## src/rtl/csa_resolver_pkg.sv

```systemverilog
// Shared constants and helpers for the carry-save pair resolver.
package csa_resolver_pkg;

  localparam int unsigned DEF_WIDTH = 32;
  localparam int unsigned DEF_CHUNK = 8;

  localparam logic [1:0] ST_IDLE = 2'd0;
  localparam logic [1:0] ST_ADD  = 2'd1;
  localparam logic [1:0] ST_DONE = 2'd2;

  function automatic int unsigned steps_of(input int unsigned width, input int unsigned chunk);
    return width / chunk;
  endfunction

  // Index register needs at least one bit even when a single step suffices.
  function automatic int unsigned idx_width(input int unsigned steps);
    return (steps > 1) ? $clog2(steps) : 1;
  endfunction

endpackage

```

## src/rtl/csa_resolver_chunk_adder.sv

```systemverilog
// CHUNK-bit ripple-carry adder built from full-adder cells.
module csa_resolver_chunk_adder #(
  parameter int unsigned CHUNK = 8
) (
  input  logic [CHUNK-1:0] a,
  input  logic [CHUNK-1:0] b,
  input  logic             cin,
  output logic [CHUNK-1:0] sum,
  output logic             cout
);

  logic [CHUNK:0] cy;

  always_comb begin
    cy    = '0;
    sum   = '0;
    cy[0] = cin;
    for (int unsigned i = 0; i < CHUNK; i++) begin
      sum[i]  = a[i] ^ b[i] ^ cy[i];
      cy[i+1] = (a[i] & b[i]) | (cy[i] & (a[i] ^ b[i]));
    end
  end

  assign cout = cy[CHUNK];

endmodule

```

## src/rtl/csa_resolver.sv

```systemverilog
// Sequential resolver: adds a registered (sum, carry) pair CHUNK bits per cycle.
module csa_resolver
  import csa_resolver_pkg::*;
#(
  parameter int unsigned WIDTH = DEF_WIDTH,
  parameter int unsigned CHUNK = DEF_CHUNK
) (
  input  logic             clk,
  input  logic             rst,
  input  logic             in_valid,
  output logic             in_ready,
  input  logic [WIDTH-1:0] S1,
  input  logic [WIDTH-1:0] S2,
  output logic             out_valid,
  input  logic             out_ready,
  output logic [WIDTH-1:0] R,
  output logic             cout
);

  localparam int unsigned STEPS = steps_of(WIDTH, CHUNK);
  localparam int unsigned KW    = idx_width(STEPS);

  logic [1:0]       state_q, state_d;
  logic [WIDTH-1:0] s1_q, s1_d, s2_q, s2_d, r_d;
  logic [KW-1:0]    k_q, k_d;
  logic             c_q, c_d, cout_d, in_ready_d, out_valid_d;
  logic [CHUNK-1:0] sum_c;
  logic             carry_c;

  // Operand registers shift right each step, so the adder always sees the low chunk.
  csa_resolver_chunk_adder #(.CHUNK(CHUNK)) u_chunk_adder (
    .a    (s1_q[CHUNK-1:0]),
    .b    (s2_q[CHUNK-1:0]),
    .cin  (c_q),
    .sum  (sum_c),
    .cout (carry_c)
  );

  always_ff @(posedge clk) begin
    if (rst) begin
      state_q   <= ST_IDLE;
      s1_q      <= '0;
      s2_q      <= '0;
      R         <= '0;
      k_q       <= '0;
      c_q       <= 1'b0;
      cout      <= 1'b0;
      in_ready  <= 1'b1;
      out_valid <= 1'b0;
    end else begin
      state_q   <= state_d;
      s1_q      <= s1_d;
      s2_q      <= s2_d;
      R         <= r_d;
      k_q       <= k_d;
      c_q       <= c_d;
      cout      <= cout_d;
      in_ready  <= in_ready_d;
      out_valid <= out_valid_d;
    end
  end

  always_comb begin
    state_d     = state_q;
    s1_d        = s1_q;
    s2_d        = s2_q;
    r_d         = R;
    k_d         = k_q;
    c_d         = c_q;
    cout_d      = cout;
    in_ready_d  = in_ready;
    out_valid_d = out_valid;
    case (state_q)
      ST_IDLE: begin
        if (in_valid && in_ready) begin
          s1_d       = S1;
          s2_d       = S2;
          r_d        = '0;
          k_d        = '0;
          c_d        = 1'b0;
          cout_d     = 1'b0;
          in_ready_d = 1'b0;
          state_d    = ST_ADD;
        end
      end
      ST_ADD: begin
        r_d  = R | (WIDTH'(sum_c) << (CHUNK * 32'(k_q)));
        s1_d = s1_q >> CHUNK;
        s2_d = s2_q >> CHUNK;
        c_d  = carry_c;
        k_d  = k_q + KW'(1);
        if (k_q == KW'(STEPS - 1)) begin
          cout_d      = carry_c;
          out_valid_d = 1'b1;
          state_d     = ST_DONE;
        end
      end
      ST_DONE: begin
        if (out_ready) begin
          out_valid_d = 1'b0;
          in_ready_d  = 1'b1;
          state_d     = ST_IDLE;
        end
      end
      default: begin
        out_valid_d = 1'b0;
        in_ready_d  = 1'b1;
        state_d     = ST_IDLE;
      end
    endcase
  end

endmodule

```

## config.mk

```make
export PLATFORM = sky130hd
export DESIGN_NAME = csa_resolver
export DESIGN_NICKNAME = d
export VERILOG_FILES = /design/src/rtl/csa_resolver_pkg.sv /design/src/rtl/csa_resolver_chunk_adder.sv /design/src/rtl/csa_resolver.sv
export SDC_FILE = /design/constraint.sdc
export NUM_CORES = 1
export LEC_CHECK = 0
export CORE_ASPECT_RATIO = 0.7
export CORE_MARGIN = 2
export CORE_UTILIZATION = 50
export CTS_CLUSTER_DIAMETER = 50
export DETAILED_ROUTE_END_ITERATION = 16
export PLACE_DENSITY_LB_ADDON = 0.2
export SETUP_SLACK_MARGIN = 0.5
export SYNTH_ARGS = -nofsm -noshare
export SYNTH_HDL_FRONTEND = slang
export SYNTH_HIERARCHICAL = 1
export SYNTH_SLANG_ARGS = --single-unit
```

## constraint.sdc

```tcl
create_clock -name clk -period 4.51 [get_ports clk]
set_clock_uncertainty 0.1 [all_clocks]
set_input_delay 0.902 -clock clk [delete_from_list [all_inputs] [get_ports clk]]
set_output_delay 0.902 -clock clk [all_outputs]
set_load 0.02 [all_outputs]
```

==> summary.txt <==
Run status
  – Status: finished clean

Timing
  – RSZ-0062 raised after global routing: false
  – Final Critical Period: just under 4000 ps
  – Final hold vios: 0
  – Slew headroom: between 30% and 40%
  – Tightest Pin Transition: 945 ps
  – Achievable frequency: 0.260 GHz
  – Final setup TNS: 0 ps
  – # setup viols final: 0
  – Final Slew Violations: 0
  – Setup ws final: between 600 and 700 ps
  – Crit share post-route: around 85%

Power and ir drop
  – Seq pwr share: 46.7%
  – VDD IR-drop max: 0.251 mV
  – P_sw: ~0.63 mW
  – Sw Share: 28.4%
  – Combinational share of power: roughly a fifth
  – Clock power share: ~32%
  – Cell area power density: about 380 nW/um2
  – Cell-internal power: between 1.5 and 2 mW
  – Design Power: about 2.2 mW
  – Leakage: between 2 and 2.5 nW

Global routing
  – Largest net degree at the start of global routing: 76
  – Grt total ovfl: 0
  – GRT Total Usage: about 22%
  – Global-route wire length before repair: 17500 um
  – Initial antenna violation count: 0
  – Vias in the first global route: 3486

Detailed routing
  – WL final: 10800 um
  – DR iter-0 viols: around 260
  – DR vias/cell: about 5.7
  – DR vias: around 3700
  – DR pass1 iterations: 4
  – WL/cell: roughly 17 um
  – Routed Antenna Nets: 0
  – # DRC: 0

Clock network
  – CTS Hold Buffers Added: 0
  – Clock tree root driver cell: clkbuf_16
  – Clock transition at the registers of the reported paths: about 60 ps
  – Max Root-Sink Buffers: 2
  – Worst skew pair latency: about 340 ps
  – Setup Fix Bufs, Post-CTS: 0
  – Sink Count: between 100 and 150
  – CTS tree: built
  – CTS Buf Count: 9
  – H-Tree Depth: 3

Synthesis
  – Syn_nets: around 510
  – Ys flop type: dfxtp_1
  – Async S/R FF share, synth: 0%
  – Seq cells post-synth: about 100
  – Yosys top cell area share: between 40% and 50%
  – Avg Inst Size Synth: roughly 11 um2
  – Synthesized area: around 4600 um2
  – Synth top area cells: dfxtp_1 (45%), a211oi_2 (13%), mux2i_1 (10%)
  – Mapped Cells: around 440
  – Synth unique cells: 36
  – Cell taking the most area after synthesis: dfxtp_1
  – Sequential cell area fraction in the yosys report: ~45%
  – Ys Warns: 6
  – Post-synth EDFFs: 0

Cells and area
  – Layout Utilization: between 60% and 70%
  – Non-filler cells in the finished layout: between 600 and 700
  – Layout cell share with drive strength beyond 1: approximately 15%
  – Nets@finish: around 590
  – ANT cells: 0
  – Fill count: approximately 710
  – Area growth syn-to-layout: 26.0%

Critical path
  – Crit Path Class: flip-flop to flip-flop
  – Crit-path slowest cell: fa_1
  – Worst endpoint required time: roughly 4700 ps
  – CP Capture Type: flip-flop
  – Worst reg-to-reg setup slack: 670 ps
  – Arr. time, crit path: about 4000 ps
  – CP peak stage delay: 420 ps
  – Worst-path cell chain: fa_1, inv_1, fa_1, inv_1, fa_1, fa_2, fa_2, fa_2, fa_1, inv_1, fa_1, inv_2, a41oi_1, nor2_1
  – CP max FO: 4
  – Most used cell, CP: fa_1
  – Family with the most delay on the worst path: adder cells
  – Worst Setup Start Kind: flip-flop
  – CP Buf/Inv Count: 4

Placed design
  – Dpl cells: about 620
  – GP Congestion: between 0.8 and 0.9
  – PortBufs: 102
  – Dpl hpwl: 7120 um
  – DP Worst Slack: a little under 600 ps

Floorplanning
  – # rows: 29
  – Die Height: 84.7 um
  – Core area: approximately 9000 um2
  – Full die area: 10100 um2
  – # IOs: ~100
  – Initial core utilization: slightly above 50%
  – Die W: ~120 um

Run
  – Max_cap viols: 0

Hold path
  – Hold crit path type: flip-flop to flip-flop
[state kept, by name, summed over array words and instances (netlist names)]
register,flops
cout,1
s2_q,32
R,32
in_ready,1
state_q,2
out_valid,1
k_q,2
s1_q,32
c_q,1
[timing repair]
action	4_1_cts	5_1_grt
endpoints found under the hold margin	0	0
resized for setup	0	5
setup endpoints to repair	0	4
[Yosys cell counts (9+ instances only)]
| master | number |
|---|---|
| a211oi_2 | 48 |
| buf_4 | 9 |
| a21oi_1 | 51 |
| dfxtp_1 | 104 |
| o21ai_0 | 11 |
| a31oi_1 | 16 |
| nor2_1 | 27 |
| buf_2 | 18 |
| clkbuf_1 | 9 |
| mux2i_1 | 48 |
| a22o_1 | 16 |
| inv_1 | 13 |
| nand3_1 | 16 |
[layout make-up]
type | instances | area [um2] | share of cell area, %
clock buffer | 13 | 250 | 4.27
clock inverter | 3 | 17.5 | 0.299
inverter | 14 | 52.6 | 0.897
multi-input combinational | 275 | 2270 | 38.8
sequential | 104 | 2080 | 35.5
tap | 124 | 155 | 2.65
timing repair buffer | 104 | 1030 | 17.6
[path summary, 6_finish.rpt]
path	from	to	cells past startpoint
hold / removal	R[20]$_SDFFE_PP0P_	R[20]$_SDFFE_PP0P_	2
setup / recovery	s1_q[0]$_SDFFE_PP0P_	R[15]$_SDFFE_PP0P_	14
hold reg to reg	R[20]$_SDFFE_PP0P_	R[20]$_SDFFE_PP0P_	2
setup reg to reg	s1_q[0]$_SDFFE_PP0P_	R[15]$_SDFFE_PP0P_	14
[layer usage]
layer	vias up	share of wire (%)	track usage, %
li1	1756	-	-
met1	1790	48	30.6
met2	99	45	33.2
met3	10	6.3	6.25
met4	0	0.98	5.95
met5	-	0	0
[kinds of logic (layout without fill, tap and decap cells)]
family	Yosys count	after routing	synth area share, %
flip-flops	104	104	44.8
AO/OA/AOI/OAI	155	155	27.4
AND/OR/NAND/NOR	62	62	6.78
adder cells (fa/ha/maj)	9	9	3.71
buffers and inverters	56	134	6.70
multiplexers	49	49	10.6
[power groups by stage]
| stage | Combinational [mW] | Clock (mW) | Sequential (mW) |
|---|---|---|---|
| after floorplan | 0.324 | 0 | 1.06 |
| after global placement | 0.458 | 0 | 1.06 |
| after detailed placement | 0.466 | 0 | 1.06 |
| after CTS | 0.469 | 0.732 | 1.04 |
| after global routing | 0.513 | 0.773 | 1.05 |
| final | 0.473 | 0.716 | 1.04 |
[worst reg2reg max path: stages (launching register included)]
cell and delay (ps):
dfxtp_1 330, fa_1 420, inv_1 70, fa_1 160
inv_1 50, fa_1 370, fa_2 350, fa_2 350
fa_2 340, fa_1 370, inv_1 80, fa_1 420
inv_2 90, a41oi_1 110, nor2_1 130
[cell usage in the layout, fill, tap and decap left out, types with 10 or more instances in the layout]
master           instances
dfxtp_1                104
clkdlybuf4s50_1        101
a21oi_1                 51
mux2i_1                 48
a211oi_2                48
nor2_1                  27
a22o_1                  16
nand3_1                 16
a31oi_1                 16
inv_1                   12
o21ai_0                 10
[per-stage QoR]
| stage | area, um2 | hold WS [ps] |
|---|---|---|
| 4_1_cts | 5850 | 370 |
| 6_report | 5860 | 368 |
| 2_1_floorplan | 4650 | 341 |
| 5_1_grt | 5860 | 394 |
| 3_3_place_gp | 5580 | 355 |
| 3_5_place_dp | 5580 | 356 |
Power figures use the tool's default switching activity.
